`config.mk`:
```
export PLATFORM = sky130hd
export DESIGN_NAME = apb4_cpuif_responder
export DESIGN_NICKNAME = d
export VERILOG_FILES = /design/src/rtl/apb4_cpuif_pkg.sv /design/src/rtl/cpuif_ack_watchdog.sv /design/src/rtl/apb4_cpuif_responder.sv
export SDC_FILE = /design/constraint.sdc
export NUM_CORES = 1
export LEC_CHECK = 0
export BUFFER_PORTS_ARGS = -buffer_cell sky130_fd_sc_hd__buf_4
export CAP_MARGIN = 10
export CELL_PAD_IN_SITES_DETAIL_PLACEMENT = 1
export CELL_PAD_IN_SITES_GLOBAL_PLACEMENT = 2
export CORE_ASPECT_RATIO = 0.9
export CORE_MARGIN = 2
export CORE_UTILIZATION = 28
export DETAILED_ROUTE_END_ITERATION = 10
export PLACE_DENSITY = 0.81
export REMOVE_ABC_BUFFERS = 1
export SYNTH_ARGS = -nofsm -noshare
export SYNTH_HDL_FRONTEND = slang
export SYNTH_SLANG_ARGS = --single-unit
export TNS_END_PERCENT = 30
```
`constraint.sdc`:
```
create_clock -name clk -period 5.8 [get_ports clk]
set_input_delay 0.29 -clock clk [delete_from_list [all_inputs] [get_ports clk]]
set_output_delay 0.29 -clock clk [all_outputs]
set_load 0.05 [all_outputs]
```
`src/rtl/apb4_cpuif_pkg.sv`:
```
// rtl/apb4_cpuif_pkg.sv - shared types and helpers for the APB4 CPU-interface responder
//
// Contents:
//   state_t        - transfer state (IDLE, REQ, WAIT, DONE)
//   BYTE_BITS      - bits covered by one byte strobe
//   MAX_STRB       - widest strobe vector supported (64-bit bus)
//   strb_to_biten  - expands byte strobes into per-bit enables
package apb4_cpuif_pkg;

    typedef enum logic [1:0] {
        IDLE = 2'd0,
        REQ  = 2'd1,
        WAIT = 2'd2,
        DONE = 2'd3
    } state_t;

    localparam int BYTE_BITS = 8;
    localparam int MAX_STRB  = 8;

    // Always produces the 64-bit expansion; callers keep the low DATA_WIDTH bits.
    function automatic logic [MAX_STRB*BYTE_BITS-1:0] strb_to_biten(
        input logic [MAX_STRB-1:0] strb
    );
        logic [MAX_STRB*BYTE_BITS-1:0] biten;
        biten = '0;
        for (int i = 0; i < MAX_STRB; i++) begin
            biten[i*BYTE_BITS +: BYTE_BITS] = {BYTE_BITS{strb[i]}};
        end
        return biten;
    endfunction

endpackage

```
`src/rtl/cpuif_ack_watchdog.sv`:
```
// rtl/cpuif_ack_watchdog.sv - acknowledge watchdog counter with expiry flag
//
// Ports:
//   clk, rst  - clock, asynchronous active-high reset
//   start     - request issued this cycle; restarts the count at 1 for the next cycle
//   run       - responder is waiting for an acknowledge
//   expired   - TIMEOUT_CYCLES cycles have elapsed since the request without an ack
module cpuif_ack_watchdog #(
    parameter int TIMEOUT_CYCLES = 64
) (
    input  logic clk,
    input  logic rst,
    input  logic start,
    input  logic run,
    output logic expired
);

    localparam int CNT_W = $clog2(TIMEOUT_CYCLES + 1);
    localparam logic [CNT_W-1:0] CNT_MAX = CNT_W'(TIMEOUT_CYCLES);

    logic [CNT_W-1:0] count;

    // count equals the number of cycles elapsed since the request cycle,
    // saturating at the limit so it cannot wrap while idle.
    always_ff @(posedge clk or posedge rst) begin
        if (rst) begin
            count <= '0;
        end else if (start) begin
            count <= CNT_W'(1);
        end else if (run && (count != CNT_MAX)) begin
            count <= count + CNT_W'(1);
        end
    end

    assign expired = run && (count == CNT_MAX);

endmodule

```
`src/rtl/apb4_cpuif_responder.sv`:
```
// rtl/apb4_cpuif_responder.sv - APB4 completer that bridges to a regblock CPU-interface strobe bus
//
// Each APB4 transfer becomes one single-cycle cpuif request; the matching
// acknowledge completes the APB transfer with registered data and error.
// Optional feature: define APB4_RESP_TIMEOUT_EN to add an acknowledge
// watchdog that completes the transfer with an error after TIMEOUT_CYCLES.
//
// Ports:
//   clk, rst                  - clock, asynchronous active-high reset
//   s_apb_*                   - APB4 completer port (pprot ignored)
//   cpuif_req, cpuif_req_is_wr, cpuif_addr, cpuif_wr_data, cpuif_wr_biten
//                             - request strobe bus to the register core
//   cpuif_req_stall_wr/rd     - core back-pressure per direction
//   cpuif_rd_ack/err/data     - read completion
//   cpuif_wr_ack/err          - write completion
module apb4_cpuif_responder
    import apb4_cpuif_pkg::*;
#(
    parameter int ADDR_WIDTH     = 12,
    parameter int DATA_WIDTH     = 32,
    parameter int TIMEOUT_CYCLES = 64
) (
    input  logic                    clk,
    input  logic                    rst,
    input  logic                    s_apb_psel,
    input  logic                    s_apb_penable,
    input  logic                    s_apb_pwrite,
    input  logic [2:0]              s_apb_pprot,
    input  logic [ADDR_WIDTH-1:0]   s_apb_paddr,
    input  logic [DATA_WIDTH-1:0]   s_apb_pwdata,
    input  logic [DATA_WIDTH/8-1:0] s_apb_pstrb,
    output logic                    s_apb_pready,
    output logic [DATA_WIDTH-1:0]   s_apb_prdata,
    output logic                    s_apb_pslverr,
    output logic                    cpuif_req,
    output logic                    cpuif_req_is_wr,
    output logic [ADDR_WIDTH-1:0]   cpuif_addr,
    output logic [DATA_WIDTH-1:0]   cpuif_wr_data,
    output logic [DATA_WIDTH-1:0]   cpuif_wr_biten,
    input  logic                    cpuif_req_stall_wr,
    input  logic                    cpuif_req_stall_rd,
    input  logic                    cpuif_rd_ack,
    input  logic                    cpuif_rd_err,
    input  logic [DATA_WIDTH-1:0]   cpuif_rd_data,
    input  logic                    cpuif_wr_ack,
    input  logic                    cpuif_wr_err
);

    localparam int STRB_W   = DATA_WIDTH / 8;
    localparam int ADDR_LSB = $clog2(STRB_W);
    localparam logic [ADDR_WIDTH-1:0] ADDR_MASK = ADDR_WIDTH'((1 << ADDR_LSB) - 1);

    state_t state, state_nxt;
    logic   aborted, aborted_nxt;
    logic   req_stall, ack_hit, ack_err, tmo_expired;
    logic   rsp_load, rsp_err_nxt;
    logic [DATA_WIDTH-1:0] rsp_data_nxt;
    logic [MAX_STRB-1:0]   strb_pad;
    logic [MAX_STRB*BYTE_BITS-1:0] biten_wide;
    logic unused_inputs;

    // Direction-qualified views of the core handshake; the other direction is ignored.
    assign req_stall = cpuif_req_is_wr ? cpuif_req_stall_wr : cpuif_req_stall_rd;
    assign ack_hit   = cpuif_req_is_wr ? cpuif_wr_ack : cpuif_rd_ack;
    assign ack_err   = cpuif_req_is_wr ? cpuif_wr_err : cpuif_rd_err;
    assign cpuif_req = (state == REQ) && !req_stall;

    always_comb begin
        strb_pad = '0;
        strb_pad[STRB_W-1:0] = s_apb_pstrb;
        biten_wide = strb_to_biten(strb_pad);
    end

    assign unused_inputs = ^{s_apb_pprot, biten_wide};

`ifdef APB4_RESP_TIMEOUT_EN
    cpuif_ack_watchdog #(
        .TIMEOUT_CYCLES (TIMEOUT_CYCLES)
    ) u_watchdog (
        .clk     (clk),
        .rst     (rst),
        .start   (cpuif_req),
        .run     (state == WAIT),
        .expired (tmo_expired)
    );
`else
    localparam int UNUSED_TIMEOUT = TIMEOUT_CYCLES;
    assign tmo_expired = 1'b0;
`endif

    always_comb begin
        state_nxt    = state;
        aborted_nxt  = aborted;
        rsp_load     = 1'b0;
        rsp_err_nxt  = 1'b0;
        rsp_data_nxt = '0;
        case (state)
            IDLE: begin
                if (s_apb_psel && !s_apb_penable) begin
                    state_nxt   = REQ;
                    aborted_nxt = 1'b0;
                end
            end
            REQ, WAIT: begin
                // A dropped psel is remembered so the eventual completion skips DONE.
                if (!s_apb_psel) begin
                    aborted_nxt = 1'b1;
                end
                if ((state == REQ) && req_stall) begin
                    state_nxt = REQ;
                end else if (ack_hit) begin
                    state_nxt    = aborted_nxt ? IDLE : DONE;
                    rsp_load     = !aborted_nxt;
                    rsp_err_nxt  = ack_err;
                    rsp_data_nxt = cpuif_req_is_wr ? '0 : cpuif_rd_data;
                end else if (tmo_expired) begin
                    state_nxt   = aborted_nxt ? IDLE : DONE;
                    rsp_load    = !aborted_nxt;
                    rsp_err_nxt = 1'b1;
                end else begin
                    state_nxt = WAIT;
                end
            end
            DONE: begin
                state_nxt = IDLE;
            end
            default: begin
                state_nxt = IDLE;
            end
        endcase
    end

    always_ff @(posedge clk or posedge rst) begin
        if (rst) begin
            state           <= IDLE;
            aborted         <= 1'b0;
            s_apb_pready    <= 1'b0;
            s_apb_prdata    <= '0;
            s_apb_pslverr   <= 1'b0;
            cpuif_req_is_wr <= 1'b0;
            cpuif_addr      <= '0;
            cpuif_wr_data   <= '0;
            cpuif_wr_biten  <= '0;
        end else begin
            state        <= state_nxt;
            aborted      <= aborted_nxt;
            s_apb_pready <= (state_nxt == DONE);
            if (rsp_load) begin
                s_apb_prdata  <= rsp_data_nxt;
                s_apb_pslverr <= rsp_err_nxt;
            end
            if ((state == IDLE) && s_apb_psel && !s_apb_penable) begin
                cpuif_req_is_wr <= s_apb_pwrite;
                cpuif_addr      <= s_apb_paddr & ~ADDR_MASK;
                cpuif_wr_data   <= s_apb_pwdata;
                cpuif_wr_biten  <= s_apb_pwrite ? biten_wide[DATA_WIDTH-1:0] : '0;
            end
        end
    end

endmodule

```
==> results.toml <==
[timing]
setup_tns_ns = 0
slew_violations = 0
maxSlewHeadroom = 0.272
tightest_slew_ns = 1.09
fmax_ghz = 0.452
grt_setup_unrepaired = "false"
period_share = 0.381
hold_viol_final = 0
finalSetupViolations = 0
fin_crit_ns = 2.21
fin_skew_ns = 0.00517

[cells_and_area]
final_util = 0.419
antenna_cells = 0
fin_nets = 583
areaGrowthSynthToFinish_pct = 47.4
nFillCells = 1471
drive_gt1_frac = 0.538

[synthesis]
synth_top_family_by_area = "multiplexers"
yosysSeqAreaShare = 0.560
synthMuxAreaShare = 0.224
netlist_top_cells_count = "dfrtp_1 (84), mux2_2 (43), nand2_1 (41)"
synth_most_common_cell = "dfrtp_1"
synth_top_cell_area_share = 0.560
netlist_area_mm2 = 0.00376
synth_seq_cells = 84
synthCells = 314
synth_cell_types = 24
synth-simple-area-share = 0.0566
synthArstFlopShare = 1.00
synth_xor_xnor_area_share = 0
synthAdderAreaFrac = 0.00999
synth-compound-area-share = 0.0320
synth_area_per_cell_um2 = 12.0
synth_warnings = 0
synth_top_cell_by_area = "dfrtp_1"
synth_edf_count = 0
ys.flop_type = "dfrtp_1"
synth.top_cells.by_area = "dfrtp_1 (56%), mux2_2 (13%), mux2i_1 (8.8%), buf_4 (6.0%), nand2_1 (4.1%)"

[drt]
wl_per_cell_um = 15.2
drt_iter0_drc = 83
drtAntennaViolNets = 0
vias = 2831
routed_wl_um = 10000
first_pass_iters = 3
drcViolationCount = 0
viasPerCell = 4.30

[worst_setup_path]
critical_path_peak_fanout = 33
r2r_slack_ns = 3.59
endpoint_kind = "flip-flop"
crit_path_start_kind = "flip-flop"
rr_startpoint = "cpuif_req_is_wr"
arrival_ns = 2.43
worstRegToRegCells = 4
r2r_end = "s_apb_pslverr"
cp_data_required_time_ns = 6.02
crit_type = "flip-flop to flip-flop"

[floorplan]
die-area_mm2 = 0.0144
dieHeight_um = 114
die_x_um = 126
ios = 206
start_util = 0.284
core-area_mm2 = 0.0132
rows = 40

[worst_hold_path]
min_path_type = "input pin to flip-flop"
timing.hold.worst.start = "s_apb_pwdata[24]"
whs_path_depth = 2
holdPathEnd = "cpuif_wr_data[24]"

[clock_network]
cts_tree = "done"
ctsHoldBuffers = 0
cts_buffers = 9
post_cts_buffers = 0
cts.sinks = 84
cts.repair.resized = 0
cts-htree-levels = 3
path_clk_slew_ns = 0.07
cts_max_path_buffers = 2
cts_root_buffer = "clkbuf_16"
worstSkewPairLatency_ns = 0.34

[flow_run]
cap_violations = 0

[power_and_ir_drop]
p_comb_frac = 0.568
switching_share = 0.498
power.share.clock = 0.173
intPower_mw = 1.92
ir_drop_mv = 0.348
p_total_mw = 3.82
leakage_nw = 2.72
p_switching_mw = 1.90
pwr_density_cell_mw_per_mm2 = 690
p_seq_frac = 0.259

[grt]
overflow = 0
grt_pass1_vias = 3138
grt_max_degree = 85
track_usage = 0.142
grt_pass1_wl_um = 15900
antenna_found_initial = 0

[outcome]
status = "complete, no violations"

[placement]
gp_congestion = 0.722
portBuffers = 198
detailed_place_hpwl_um = 7400
## flip-flops by register name, summed over array words and instances (netlist names)
signal	cells
cpuif_wr_data	32
cpuif_req_is_wr	1
s_apb_prdata	32
cpuif_addr	10
s_apb_pready	1
cpuif_wr_biten	4
aborted	1
state	2
s_apb_pslverr	1
## logic make-up (layout without fill, tap and decap cells)
| group | after synthesis | in the layout |
|---|---|---|
| AO/OA/AOI/OAI | 16 | 16 |
| adder cells (fa/ha/maj) | 3 | 3 |
| buffers and inverters | 81 | 257 |
| flip-flops | 84 | 84 |
| multiplexers | 78 | 78 |
| other | 1 | 2 |
| AND/OR/NAND/NOR | 51 | 51 |
## worst max-delay path by stage
| stage | endpoint | slack [ns] | startpoint |
|---|---|---|---|
| 6_report | s_apb_pslverr | 3.59 | cpuif_req_is_wr |
| 5_1_grt | s_apb_pslverr | 3.43 | cpuif_req_is_wr |
| 4_1_cts | s_apb_pslverr | 3.54 | cpuif_req_is_wr |
| 3_5_place_dp | s_apb_pslverr | 3.54 | cpuif_req_is_wr |
| 3_3_place_gp | s_apb_pslverr | 3.58 | cpuif_req_is_wr |
| 2_1_floorplan | s_apb_pslverr | 2.45 | cpuif_req_is_wr |
## cells in the final DEF, fill, tap and decap left out, types with 2 or more instances in the layout
master | Yosys | routed
nand3_1 | 2 | 2
nand2b_1 | 3 | 3
mux2_2 | 43 | 43
mux2i_1 | 33 | 33
clkinv_2 | 0 | 2
nor2b_1 | 3 | 2
buf_4 | 30 | 202
clkbuf_16 | 0 | 9
ha_1 | 3 | 3
nand2_1 | 41 | 41
bufinv_16 | 0 | 3
dfrtp_1 | 84 | 84
conb_1 | 1 | 2
inv_1 | 39 | 38
o21ai_0 | 9 | 9
a21oi_1 | 2 | 2
## power by group through the flow
stage	clock network [mW]	registers, mW	logic, mW
final	0.662	0.987	2.17
after global routing	0.707	1.02	2.26
after CTS	0.686	0.994	2.20
after detailed placement	0	1.00	2.19
after global placement	0	0.980	2.16
after floorplan	0	2.08	0.402
## metal layers
metal  GRT usage  part of all wire  up-vias
met3      0.0629             0.092       10
met5           0                 0        -
met4      0.0527             0.014        0
met2       0.244              0.50      129
met1       0.158              0.39     1373
li1            -                 -     1319
## through the flow
stage	instances	instance area, um2	hold WS, ns	setup slack, ns
2_1_floorplan	273	3470	0.426	2.45
3_3_place_gp	643	5200	0.476	3.58
3_5_place_dp	643	5200	0.485	3.54
4_1_cts	659	5540	0.156	3.54
5_1_grt	659	5540	0.164	3.43
6_report	659	5540	0.177	3.59
## layout make-up
class / count / area, um2 / share of cell area
well taps: 168 / 210 / 0.0380
multi-input cells: 150 / 1220 / 0.221
repair buffers: 202 / 1520 / 0.274
flip-flops and latches: 84 / 2100 / 0.380
clock buffers: 10 / 229 / 0.0413
inverters: 39 / 148 / 0.0267
clock inverters: 6 / 111 / 0.0201
## worst max-delay path, stage by stage, from the launching register on
cell       delay [ns]
dfrtp_1          0.49
mux2_4           0.37
a2111oi_4        0.34
buf_4            0.52
mux2_1           0.37
Note: power is estimated with default switching activity, not from simulation.
